[src/rtl/alt_vipswi130_common_stream_output_if.sv]
`default_nettype none
// +----------------------------------------------------------------------+
// | alt_vipswi130_common_stream_output_if                                |
// | Video stream beat bundle: valid/ready handshake with sop/eop framing |
// | Revision: 1.0                                                        |
// +----------------------------------------------------------------------+
interface alt_vipswi130_common_stream_output_if #(
  parameter int DATA_WIDTH = 10
);
  logic                  ready;
  logic                  valid;
  logic [DATA_WIDTH-1:0] data;
  logic                  sop;
  logic                  eop;

  modport master (input ready, output valid, output data, output sop, output eop);
  modport slave  (output ready, input valid, input data, input sop, input eop);
endinterface
`default_nettype wire

[src/rtl/alt_vipswi130_common_stream_output.sv]
`default_nettype none
// +----------------------------------------------------------------------+
// | alt_vipswi130_common_stream_output                                   |
// | Switch output stage: packet-boundary enable gating, orphan discard,  |
// | registered Avalon-ST source with ready latency 1.                    |
// | Revision: 1.0                                                        |
// +----------------------------------------------------------------------+
module alt_vipswi130_common_stream_output #(
  parameter int DATA_WIDTH = 10
) (
  input  wire logic                          clk,
  input  wire logic                          rst,
  alt_vipswi130_common_stream_output_if.slave  int_s,
  alt_vipswi130_common_stream_output_if.master dout_m,
  input  wire logic                          enable,
  output logic                               synced,
  output logic                               stopped
);

  typedef enum logic [1:0] {
    ST_STOPPED = 2'd0,
    ST_IDLE    = 2'd1,
    ST_PACKET  = 2'd2
  } state_t;

  state_t                state_q, state_d;
  logic                  synced_q, synced_d;
  logic                  dout_valid_q;
  logic [DATA_WIDTH-1:0] dout_data_q;
  logic                  dout_sop_q;
  logic                  dout_eop_q;
  logic                  int_ready;
  logic                  xfer;
  logic                  forward;

  // No skid storage: accepting only when downstream is ready this cycle
  // is what makes the registered output honour ready latency 1.
  assign int_ready   = dout_m.ready && (state_q != ST_STOPPED);
  assign xfer        = int_s.valid && int_ready;
  assign int_s.ready = int_ready;

  always_comb begin
    state_d  = state_q;
    synced_d = 1'b0;
    forward  = 1'b0;
    unique case (state_q)
      ST_STOPPED: begin
        if (enable) begin
          state_d  = ST_IDLE;
          synced_d = 1'b1;
        end
      end
      ST_IDLE: begin
        if (xfer) begin
          // Beats without sop between packets are orphans: consumed, dropped.
          forward = int_s.sop;
          if (int_s.sop && !int_s.eop) begin
            state_d = ST_PACKET;
          end
        end else if (!enable) begin
          state_d  = ST_STOPPED;
          synced_d = 1'b1;
        end
      end
      ST_PACKET: begin
        forward = 1'b1;
        if (xfer && int_s.eop) begin
          state_d = ST_IDLE;
        end
      end
      default: begin
        state_d = ST_STOPPED;
      end
    endcase
  end

  always_ff @(posedge clk) begin
    if (rst) begin
      state_q      <= ST_STOPPED;
      synced_q     <= 1'b0;
      dout_valid_q <= 1'b0;
      dout_data_q  <= '0;
      dout_sop_q   <= 1'b0;
      dout_eop_q   <= 1'b0;
    end else begin
      state_q      <= state_d;
      synced_q     <= synced_d;
      dout_valid_q <= xfer && forward;
      dout_data_q  <= int_s.data;
      dout_sop_q   <= int_s.sop;
      dout_eop_q   <= int_s.eop;
    end
  end

  assign dout_m.valid = dout_valid_q;
  assign dout_m.data  = dout_data_q;
  assign dout_m.sop   = dout_sop_q;
  assign dout_m.eop   = dout_eop_q;
  assign synced       = synced_q;
  assign stopped      = (state_q == ST_STOPPED);

endmodule
`default_nettype wire

[src/flat_wrapper.sv]
// flat-port wrapper written by rule: the top's interface ports become plain ports
module alt_vipswi130_common_stream_output_flat 
#(
  parameter int DATA_WIDTH = 10
)
  (clk, rst, enable, synced, stopped, int_s_ready, int_s_valid, int_s_data, int_s_sop, int_s_eop, dout_m_ready, dout_m_valid, dout_m_data, dout_m_sop, dout_m_eop);
  alt_vipswi130_common_stream_output_if #(.DATA_WIDTH(DATA_WIDTH)) int_s_i ();
  alt_vipswi130_common_stream_output_if #(.DATA_WIDTH(DATA_WIDTH)) dout_m_i ();
  input  wire logic clk;
  input  wire logic rst;
  input  wire logic enable;
  output logic synced;
  output logic stopped;
  output wire logic [$bits(int_s_i.ready)-1:0] int_s_ready;
  input wire logic [$bits(int_s_i.valid)-1:0] int_s_valid;
  input wire logic [$bits(int_s_i.data)-1:0] int_s_data;
  input wire logic [$bits(int_s_i.sop)-1:0] int_s_sop;
  input wire logic [$bits(int_s_i.eop)-1:0] int_s_eop;
  input wire logic [$bits(dout_m_i.ready)-1:0] dout_m_ready;
  output wire logic [$bits(dout_m_i.valid)-1:0] dout_m_valid;
  output wire logic [$bits(dout_m_i.data)-1:0] dout_m_data;
  output wire logic [$bits(dout_m_i.sop)-1:0] dout_m_sop;
  output wire logic [$bits(dout_m_i.eop)-1:0] dout_m_eop;
  assign int_s_ready = int_s_i.ready;
  assign int_s_i.valid = int_s_valid;
  assign int_s_i.data = int_s_data;
  assign int_s_i.sop = int_s_sop;
  assign int_s_i.eop = int_s_eop;
  assign dout_m_i.ready = dout_m_ready;
  assign dout_m_valid = dout_m_i.valid;
  assign dout_m_data = dout_m_i.data;
  assign dout_m_sop = dout_m_i.sop;
  assign dout_m_eop = dout_m_i.eop;
  alt_vipswi130_common_stream_output #(.DATA_WIDTH(DATA_WIDTH)) u_core (.clk(clk), .rst(rst), .int_s(int_s_i), .dout_m(dout_m_i), .enable(enable), .synced(synced), .stopped(stopped));
endmodule
[config.mk]
export PLATFORM = sky130hd
export DESIGN_NAME = alt_vipswi130_common_stream_output_flat
export DESIGN_NICKNAME = d
export VERILOG_FILES = /design/src/rtl/alt_vipswi130_common_stream_output_if.sv /design/src/rtl/alt_vipswi130_common_stream_output.sv /design/src/flat_wrapper.sv
export SDC_FILE = /design/constraint.sdc
export NUM_CORES = 1
export LEC_CHECK = 0
export CAP_MARGIN = 20
export CELL_PAD_IN_SITES_DETAIL_PLACEMENT = 0
export CELL_PAD_IN_SITES_GLOBAL_PLACEMENT = 1
export CORE_MARGIN = 1.5
export CORE_UTILIZATION = 27
export CTS_BUF_LIST = sky130_fd_sc_hd__clkbuf_8 sky130_fd_sc_hd__clkbuf_16
export DETAILED_ROUTE_END_ITERATION = 8
export PLACE_DENSITY_LB_ADDON = 0.15
export SETUP_SLACK_MARGIN = 0.05
export SLEW_MARGIN = 10
export SYNTH_ARGS = -nofsm -noshare
export SYNTH_HDL_FRONTEND = slang
export SYNTH_SLANG_ARGS = --single-unit
export TNS_END_PERCENT = 100
[constraint.sdc]
create_clock -name clk -period 1.9 [get_ports clk]
set_input_delay 0.475 -clock clk [delete_from_list [all_inputs] [get_ports clk]]
set_output_delay 0.475 -clock clk [all_outputs]
set_load 0.02 [all_outputs]
==> results of run 1 <==
-- final cells by class --
cell class	instances	area, sq um
Clock buffer	4	55.1
Timing Repair Buffer	41	383
Inverter	2	7.51
Multi-Input combinational cell	34	274
Tap cell	27	33.8
Sequential cell	16	320
Fill cell	207	968
-- sequential cells by signal, summed over array words and instances, names as in the netlist --
name,flops
u_core.dout_m.valid,1
u_core.dout_m.eop,1
u_core.dout_m.sop,1
u_core.dout_m.data,10
u_core.state_q,2
u_core.synced,1
-- worst paths after layout --
path	slack, ns	cells after the start	end
min reg2reg	0.60	3	u_core.state_q[1]
min	0.60	3	u_core.state_q[1]
max	0.13	3	int_s_ready
max reg2reg	0.28	7	u_core.state_q[1]
-- power breakdown --
group | leakage [nW] | internal, mW | switching, mW
Sequential | 0.133 | 0.375 | 0.0138
Combinational | 0.271 | 0.307 | 0.244
Clock | 0.0288 | 0.184 | 0.109
-- synth_stat cells --
cell type  instances
nand4b_1           1
inv_1              2
a221oi_2           1
o21ai_0            1
nand3_1            1
mux2i_1            1
o21ai_2            1
nand3b_1           2
mux2_4             1
nor2_1             1
a21oi_1            2
nand2_1            1
ha_1               4
a22oi_4            1
dfxtp_1           16
nand2b_1           1
nor4b_1            1
clkbuf_1           1
nor2b_1           14
-- metal layers --
| layer | part of all wire, % | wire length (microns) | up-vias | global-route usage [%] |
|---|---|---|---|---|
| met5 | 0 | 0 | - | 0 |
| met4 | 0 | 0 | 0 | 4.05 |
| met3 | 7.8 | 93 | 0 | 5.65 |
| met2 | 46 | 544 | 19 | 15.4 |
| met1 | 46 | 552 | 219 | 12.7 |
| li1 | - | - | 264 | - |
-- metrics by stage --
stage / cells / cell area (sq um) / hold slack (ns)
after floorplan: 53 / 606 / 0.486
after global placement: 120 / 1020 / 0.588
after detailed placement: 120 / 1020 / 0.594
after CTS: 124 / 1070 / 0.609
after global routing: 124 / 1070 / 0.638
final: 124 / 1070 / 0.604
-- kinds of logic after synthesis --
group / Yosys count / synth area share [%]
AOI/OAI and AO/OA: 6 / 9.92
and+or+nand+nor: 22 / 22.9
buffers and inverters: 3 / 1.86
adders and majority gates: 4 / 8.26
muxes: 2 / 4.13
DFF: 16 / 52.9
-- critical path, stage by stage --
cell and delay [ns]:
clkdlybuf4s50_1 0.47, nor2b_1 0.16, buf_2 0.18
==> impl_metrics.xml, run 1 <==
<?xml version="1.0" encoding="UTF-8"?>
<metrics>
  <group name="floorplanning">
    <metric name="die_w" unit="microns">50.4</metric>
    <metric name="floorplan.die_area" unit="sq um">2540</metric>
    <metric name="row_count" unit="">16</metric>
    <metric name="die_h" unit="microns">50.4</metric>
    <metric name="num_io_pins" unit="">33</metric>
    <metric name="core_area" unit="sq um">2040</metric>
    <metric name="initial_utilization" unit="%">29.7</metric>
  </group>
  <group name="run">
    <metric name="maxCapViolations" unit="">0</metric>
  </group>
  <group name="clocking">
    <metric name="cts_buffers" unit="">3</metric>
    <metric name="htree_levels" unit="">1</metric>
    <metric name="holdBufCountCts" unit="">0</metric>
    <metric name="tritoncts" unit="">done</metric>
    <metric name="cts.clk_slew.worst_paths" unit="ns">0.06</metric>
    <metric name="clock_path_buffers" unit="">2</metric>
    <metric name="cts_sinks" unit="">16</metric>
    <metric name="clock_tree.root_cell" unit="">clkbuf_8</metric>
    <metric name="insertion_delay" unit="ns">0.24</metric>
    <metric name="number_of_gates_resized_after_cts" unit="">5</metric>
    <metric name="post_cts_buffers" unit="">0</metric>
  </group>
  <group name="drt">
    <metric name="route.vias.total" unit="">502</metric>
    <metric name="dr.pass1.iters" unit="">4</metric>
    <metric name="vias_per_cell" unit="">4.05</metric>
    <metric name="postRouteWirelength" unit="microns">1190</metric>
    <metric name="detail_route.drc_violations" unit="">0</metric>
    <metric name="drt-wirelength-per-cell" unit="microns">9.60</metric>
    <metric name="detailedRoute.firstIterationViolations" unit="">7</metric>
    <metric name="postRouteAntennaNets" unit="">0</metric>
  </group>
  <group name="global_routing">
    <metric name="global_route_wire_length_before_repair" unit="microns">1930</metric>
    <metric name="antenna_found_initial" unit="">0</metric>
    <metric name="globalRouteTotalUtil" unit="%">10.5</metric>
    <metric name="grt_start_max_net_pins" unit="">11</metric>
    <metric name="first_global_vias" unit="">448</metric>
    <metric name="grt.overflow.total" unit="">0</metric>
  </group>
  <group name="synth">
    <metric name="post_synth.cell_area_avg" unit="sq um">11.4</metric>
    <metric name="mappedNetlistNets" unit="">74</metric>
    <metric name="synth.ff_latch_count" unit="">16</metric>
    <metric name="syn-instance-count" unit="">53</metric>
    <metric name="post_synth_num_cell_types" unit="">19</metric>
    <metric name="yosys-top-cells-area" unit="">dfxtp_1, nor2b_1, ha_1, a22oi_4, a221oi_2</metric>
    <metric name="proportion_of_netlist_area_held_by_the_largest_area_contributor" unit="%">52.9</metric>
    <metric name="ys_seq_area_share" unit="%">52.9</metric>
    <metric name="post-synth-top-area-cell" unit="">dfxtp_1</metric>
    <metric name="synth_warnings" unit="">0</metric>
    <metric name="syn-cell-area" unit="sq um">606</metric>
  </group>
  <group name="layout">
    <metric name="layout_common_cells" unit="">clkdlybuf4s50_1, dfxtp_1, nor2b_1, buf_4</metric>
    <metric name="layout.cells.most_common" unit="">clkdlybuf4s50_1</metric>
    <metric name="final_nets" unit="">119</metric>
    <metric name="antenna_cells" unit="">0</metric>
    <metric name="postLayoutCoreUtil" unit="%">52.6</metric>
    <metric name="ratio_of_cells_with_drive_above_1_in_the_final_layout" unit="%">18.6</metric>
    <metric name="synthToLayoutAreaGrowth" unit="%">77.3</metric>
  </group>
  <group name="timing">
    <metric name="finalCriticalPeriod" unit="ns">1.77</metric>
    <metric name="timing.slew.headroom" unit="%">81.0</metric>
    <metric name="totalNegativeSetupSlack" unit="ns">0</metric>
    <metric name="setup-violations-final" unit="">0</metric>
    <metric name="max_slew.worst_pin.slew" unit="ns">0.285</metric>
    <metric name="fin_crit_sh" unit="%">93.0</metric>
    <metric name="post-route-worst-setup-slack" unit="ns">0.133</metric>
    <metric name="grt_setup_unrepaired" unit="">false</metric>
    <metric name="timing_hold_violations_final" unit="">0</metric>
    <metric name="timing.clock.skew" unit="ns">0.00156</metric>
    <metric name="drv_slew" unit="">0</metric>
    <metric name="fmaxAchievable" unit="MHz">566</metric>
  </group>
  <group name="min_path">
    <metric name="worst_hold_startpoint" unit="">u_core.state_q[1]</metric>
    <metric name="hold_path.class" unit="">reg -&gt; reg</metric>
  </group>
  <group name="worst_setup_path">
    <metric name="critical_path.max_fanout" unit="">2</metric>
    <metric name="class_of_the_most_critical_setup_path" unit="">in -&gt; out</metric>
    <metric name="critPathRequiredTime" unit="ns">1.42</metric>
    <metric name="worst_setup_path_end_kind" unit="">output pin</metric>
    <metric name="worstReg2RegStart" unit="">u_core.state_q[1]</metric>
    <metric name="setup.worst_path.start" unit="">dout_m_ready</metric>
    <metric name="setup_crit_start_kind" unit="">primary input</metric>
    <metric name="worst-endpoint-arrival" unit="ns">1.29</metric>
  </group>
  <group name="power">
    <metric name="power.leakage" unit="nW">0.433</metric>
    <metric name="cellPowerDensity" unit="nW/um^2">1150</metric>
    <metric name="ir_worst_vdd" unit="V">0.000717</metric>
    <metric name="total_power" unit="mW">1.23</metric>
  </group>
  <group name="placement">
    <metric name="place_hpwl" unit="microns">954</metric>
    <metric name="gpl.final_weighted_congestion" unit="">0.686</metric>
    <metric name="buffer_ports.inserted" unit="">32</metric>
    <metric name="pre_cts_slack" unit="ns">-0.320</metric>
  </group>
  <group name="run_status">
    <metric name="status" unit="">finished, final reports clean</metric>
  </group>
</metrics>
Power figures use the tool's default switching activity.
==> run 2, diff against run 1 <==
CORE_MARGIN = not set   (was 1.5)
==> impl_metrics.xml, run 2 (synthesis gave the netlist of run 1 again) <==
<?xml version="1.0" encoding="UTF-8"?>
<metrics>
  <group name="run_status">
    <metric name="status" unit="">finished, final reports clean</metric>
  </group>
  <group name="timing">
    <metric name="timing.clock.skew" unit="ns">0.00232</metric>
    <metric name="grt_setup_unrepaired" unit="">false</metric>
    <metric name="finalCriticalPeriod" unit="ns">1.79</metric>
    <metric name="timing.slew.headroom" unit="%">75.8</metric>
    <metric name="setup-violations-final" unit="">0</metric>
    <metric name="post-route-worst-setup-slack" unit="ns">0.109</metric>
    <metric name="max_slew.worst_pin.slew" unit="ns">0.361</metric>
    <metric name="fin_crit_sh" unit="%">94.3</metric>
    <metric name="fmaxAchievable" unit="MHz">558</metric>
    <metric name="timing_hold_violations_final" unit="">0</metric>
    <metric name="holdWs" unit="ns">0.607</metric>
    <metric name="totalNegativeSetupSlack" unit="ns">0</metric>
    <metric name="drv_slew" unit="">0</metric>
  </group>
  <group name="drt">
    <metric name="postRouteWirelength" unit="microns">1180</metric>
    <metric name="drt-wirelength-per-cell" unit="microns">9.57</metric>
    <metric name="vias_per_cell" unit="">4.01</metric>
    <metric name="detailedRoute.firstIterationViolations" unit="">2</metric>
    <metric name="postRouteAntennaNets" unit="">0</metric>
    <metric name="route.vias.total" unit="">493</metric>
    <metric name="dr.pass1.iters" unit="">2</metric>
    <metric name="detail_route.drc_violations" unit="">0</metric>
  </group>
  <group name="placement">
    <metric name="dp_cells" unit="">119</metric>
    <metric name="dpl_cell_area" unit="sq um">1020</metric>
    <metric name="buffer_ports.inserted" unit="">32</metric>
    <metric name="pre_cts_slack" unit="ns">-0.318</metric>
    <metric name="gpl.final_weighted_congestion" unit="">0.722</metric>
    <metric name="place_hpwl" unit="microns">970</metric>
  </group>
  <group name="global_routing">
    <metric name="globalRouteTotalUtil" unit="%">10.7</metric>
    <metric name="first_global_vias" unit="">454</metric>
    <metric name="grt.overflow.total" unit="">0</metric>
    <metric name="global_route_wire_length_before_repair" unit="microns">1950</metric>
    <metric name="antenna_found_initial" unit="">0</metric>
    <metric name="grt_start_max_net_pins" unit="">11</metric>
  </group>
  <group name="layout">
    <metric name="multi_input_area" unit="sq um">274</metric>
    <metric name="postLayoutCoreUtil" unit="%">52.2</metric>
    <metric name="ratio_of_cells_with_drive_above_1_in_the_final_layout" unit="%">18.8</metric>
    <metric name="final_design_area_no_fill" unit="sq um">1070</metric>
    <metric name="final_nets" unit="">118</metric>
    <metric name="largest_reg_flops" unit="">10</metric>
    <metric name="layout.cells.most_common" unit="">clkdlybuf4s50_1</metric>
    <metric name="layout_common_cells" unit="">clkdlybuf4s50_1, dfxtp_1, nor2b_1, buf_4</metric>
    <metric name="synthToLayoutAreaGrowth" unit="%">76.0</metric>
    <metric name="register_area" unit="sq um">322</metric>
    <metric name="layoutNonFillerInstCount" unit="">123</metric>
    <metric name="fillers" unit="">200</metric>
    <metric name="antenna_cells" unit="">0</metric>
  </group>
  <group name="power">
    <metric name="total_power" unit="mW">1.21</metric>
    <metric name="ir_worst_vdd" unit="V">0.000732</metric>
    <metric name="power.leakage" unit="nW">0.427</metric>
    <metric name="cellPowerDensity" unit="nW/um^2">1140</metric>
  </group>
  <group name="floorplanning">
    <metric name="initial_utilization" unit="%">29.7</metric>
    <metric name="core_area" unit="sq um">2040</metric>
    <metric name="row_count" unit="">16</metric>
    <metric name="die_h" unit="microns">49.4</metric>
    <metric name="die_w" unit="microns">49.4</metric>
    <metric name="num_io_pins" unit="">33</metric>
    <metric name="floorplan.die_area" unit="sq um">2440</metric>
  </group>
  <group name="worst_setup_path">
    <metric name="setup_crit_start_kind" unit="">register</metric>
    <metric name="critical_path.max_fanout" unit="">6</metric>
    <metric name="setup.worst_path.start" unit="">u_core.state_q[0]</metric>
    <metric name="worst_setup_path_end_kind" unit="">output pin</metric>
    <metric name="worstReg2RegStart" unit="">u_core.state_q[1]</metric>
    <metric name="critPathRequiredTime" unit="ns">1.42</metric>
    <metric name="class_of_the_most_critical_setup_path" unit="">reg -&gt; out</metric>
    <metric name="worst-endpoint-arrival" unit="ns">1.32</metric>
  </group>
  <group name="min_path">
    <metric name="worst_hold_startpoint" unit="">u_core.state_q[1]</metric>
    <metric name="hold_path.class" unit="">reg -&gt; reg</metric>
  </group>
  <group name="clocking">
    <metric name="htree_levels" unit="">1</metric>
    <metric name="cts.clk_slew.worst_paths" unit="ns">0.06</metric>
    <metric name="tritoncts" unit="">done</metric>
    <metric name="insertion_delay" unit="ns">0.24</metric>
    <metric name="cts_sinks" unit="">16</metric>
    <metric name="clock_tree.root_cell" unit="">clkbuf_8</metric>
    <metric name="clock_path_buffers" unit="">2</metric>
    <metric name="cts_buffers" unit="">3</metric>
  </group>
  <group name="run">
    <metric name="maxCapViolations" unit="">0</metric>
  </group>
</metrics>
-- run 2: changes by cell type in the layout (fill, tap and decap cells not counted) --
cell,change
dlygate4sd2_1,+1
buf_4,-1
clkdlybuf4s15_1,-1
dfxtp_1,-1
dfxtp_2,+1
-- run 2: per-layer routing --
layer | part of all wire, % | track usage [%] | wire [microns] | up-vias
met5 | 0 | 0 | 0 | -
met4 | 0 | 2.94 | 0 | 0
met3 | 7.0 | 5.30 | 82 | 0
met2 | 49 | 17.1 | 574 | 16
met1 | 44 | 12.5 | 519 | 217
li1 | - | - | - | 260
-- run 2: repair_timing --
item                       4_1_cts  5_1_grt
setup endpoints to repair        2        1
cloned                           0        0
setup buffers                    0        0
gates resized for setup          5        1
hold buffers                     0        0
-- run 2: power breakdown --
part	total (mW)	internal, mW	switching (mW)	leakage (nW)
clock network	0.289	0.183	0.106	0.0288
registers	0.395	0.378	0.0177	0.133
logic	0.527	0.292	0.235	0.265
total	1.21	0.853	0.358	0.427
-- run 2: path summary, 6_finish.rpt --
kind | to | slack, ns | cells after the start
hold reg to reg | u_core.state_q[1] | 0.61 | 3
setup reg to reg | u_core.state_q[1] | 0.28 | 7
hold / removal | u_core.state_q[1] | 0.61 | 3
setup / recovery | stopped | 0.11 | 4
-- run 2: final cells by class --
cell class,instances,share of cell area [%]
sequential,16,30.2
timing repair buffer,40,35.1
inverter,2,0.704
multi-input combinational,34,25.7
tap,27,3.17
clock buffer,4,5.16
-- run 2: worst max-delay path: stages, from the launching register on --
cell and delay [ns]:
dfxtp_1 0.33, inv_1 0.06, ha_1 0.21, buf_4 0.15, dlygate4sd2_1 0.31
==> run 3, diff against run 2 <==
CTS_CLUSTER_DIAMETER = 80   (was not set)
SKIP_CTS_REPAIR_TIMING = 1   (was not set)
SLEW_MARGIN = 20   (was 10)
==> impl_metrics.xml, run 3 (synthesis gave the netlist of run 1 again) <==
<?xml version="1.0" encoding="UTF-8"?>
<metrics>
  <group name="worst_setup_path">
    <metric name="class_of_the_most_critical_setup_path" unit="">in -&gt; out</metric>
    <metric name="critical_path.max_fanout" unit="">2</metric>
    <metric name="critPathRequiredTime" unit="ns">1.42</metric>
    <metric name="worst-endpoint-arrival" unit="ns">1.35</metric>
    <metric name="worst_setup_path_end_kind" unit="">output pin</metric>
    <metric name="setup_crit_start_kind" unit="">primary input</metric>
  </group>
  <group name="drt">
    <metric name="dr.pass1.iters" unit="">2</metric>
    <metric name="postRouteAntennaNets" unit="">0</metric>
    <metric name="route.vias.total" unit="">493</metric>
    <metric name="detailedRoute.firstIterationViolations" unit="">2</metric>
    <metric name="postRouteWirelength" unit="microns">1180</metric>
    <metric name="drt-wirelength-per-cell" unit="microns">9.59</metric>
    <metric name="detail_route.drc_violations" unit="">0</metric>
    <metric name="vias_per_cell" unit="">4.01</metric>
  </group>
  <group name="clocking">
    <metric name="htree_levels" unit="">1</metric>
    <metric name="clock_path_buffers" unit="">2</metric>
    <metric name="insertion_delay" unit="ns">0.24</metric>
    <metric name="clock_tree.root_cell" unit="">clkbuf_8</metric>
    <metric name="tritoncts" unit="">done</metric>
    <metric name="cts_buffers" unit="">3</metric>
    <metric name="cts.clk_slew.worst_paths" unit="ns">0.06</metric>
    <metric name="cts_sinks" unit="">16</metric>
  </group>
  <group name="timing">
    <metric name="post-route-worst-setup-slack" unit="ns">0.0794</metric>
    <metric name="drv_slew" unit="">0</metric>
    <metric name="grt_setup_unrepaired" unit="">true</metric>
    <metric name="fmaxAchievable" unit="MHz">549</metric>
    <metric name="finalCriticalPeriod" unit="ns">1.82</metric>
    <metric name="timing_hold_violations_final" unit="">0</metric>
    <metric name="timing.slew.headroom" unit="%">75.8</metric>
    <metric name="setup-violations-final" unit="">0</metric>
    <metric name="max_slew.worst_pin.slew" unit="ns">0.361</metric>
    <metric name="totalNegativeSetupSlack" unit="ns">0</metric>
    <metric name="timing.clock.skew" unit="ns">0.00232</metric>
    <metric name="fin_crit_sh" unit="%">95.8</metric>
  </group>
  <group name="floorplanning">
    <metric name="core_area" unit="sq um">2040</metric>
    <metric name="die_h" unit="microns">49.4</metric>
    <metric name="die_w" unit="microns">49.4</metric>
    <metric name="initial_utilization" unit="%">29.7</metric>
    <metric name="row_count" unit="">16</metric>
    <metric name="floorplan.die_area" unit="sq um">2440</metric>
    <metric name="num_io_pins" unit="">33</metric>
  </group>
  <group name="layout">
    <metric name="final_nets" unit="">118</metric>
    <metric name="largest_reg_flops" unit="">10</metric>
    <metric name="layout_common_cells" unit="">clkdlybuf4s50_1, dfxtp_1, nor2b_1, buf_4</metric>
    <metric name="antenna_cells" unit="">0</metric>
    <metric name="ratio_of_cells_with_drive_above_1_in_the_final_layout" unit="%">16.7</metric>
    <metric name="synthToLayoutAreaGrowth" unit="%">77.7</metric>
    <metric name="layout.cells.most_common" unit="">clkdlybuf4s50_1</metric>
  </group>
  <group name="power">
    <metric name="power.leakage" unit="nW">0.447</metric>
    <metric name="ir_worst_vdd" unit="V">0.000732</metric>
    <metric name="cellPowerDensity" unit="nW/um^2">1140</metric>
    <metric name="total_power" unit="mW">1.22</metric>
  </group>
  <group name="placement">
    <metric name="buffer_ports.inserted" unit="">32</metric>
    <metric name="pre_cts_slack" unit="ns">-0.318</metric>
    <metric name="gpl.final_weighted_congestion" unit="">0.722</metric>
    <metric name="place_hpwl" unit="microns">970</metric>
  </group>
  <group name="global_routing">
    <metric name="grt_start_max_net_pins" unit="">11</metric>
    <metric name="first_global_vias" unit="">448</metric>
    <metric name="grt.overflow.total" unit="">0</metric>
    <metric name="globalRouteTotalUtil" unit="%">10.5</metric>
    <metric name="antenna_found_initial" unit="">0</metric>
    <metric name="global_route_wire_length_before_repair" unit="microns">1910</metric>
  </group>
  <group name="run_status">
    <metric name="status" unit="">finished, final reports clean</metric>
  </group>
  <group name="min_path">
    <metric name="hold_path.class" unit="">reg -&gt; reg</metric>
  </group>
  <group name="run">
    <metric name="maxCapViolations" unit="">0</metric>
  </group>
</metrics>
## run 3: final cells by class
cell class,count,area (sq um)
flip-flops and latches,16,320
repair buffers,40,385
well taps,27,33.8
fillers,198,966
clock buffers,4,55.1
inverters,2,7.51
multi-input cells,34,274
## run 3: metal layers
metal	up-vias	share of wire [%]	track usage (%)
li1	260	-	-
met1	217	44	12.1
met2	16	49	16.9
met3	0	7.0	5.30
met4	0	0	2.94
met5	-	0	0
## run 3: final timing paths
kind / startpoint / endpoint / slack [ns] / cells after the start
setup / recovery: dout_m_ready / int_s_ready / 0.08 / 3
hold reg to reg: u_core.state_q[0] / u_core.state_q[0] / 0.62 / 3
hold / removal: u_core.state_q[0] / u_core.state_q[0] / 0.62 / 3
setup reg to reg: u_core.state_q[1] / u_core.state_q[1] / 0.24 / 7
## run 3: power by group
| part | internal (mW) | switching, mW |
|---|---|---|
| combinational | 0.305 | 0.235 |
| sequential | 0.375 | 0.0177 |
| clock | 0.183 | 0.106 |
| total | 0.863 | 0.359 |
## run 3: critical path, cell delays in order
cell and delay, ns:
clkdlybuf4s50_1 0.47, nor2b_1 0.16, dlymetal6s2s_1 0.24
## run 3: through the flow
| stage | area (sq um) | utilization [%] | instances | hold slack [ns] |
|---|---|---|---|---|
| 6_report | 1080 | 52.7 | 123 | 0.618 |
| 3_5_place_dp | 1020 | 49.8 | 119 | 0.613 |
| 2_1_floorplan | 606 | - | 53 | 0.486 |
| 4_1_cts | 1070 | 52.5 | 123 | 0.622 |
| 5_1_grt | 1080 | 52.7 | 123 | 0.632 |
| 3_3_place_gp | 1020 | 49.8 | 119 | 0.602 |
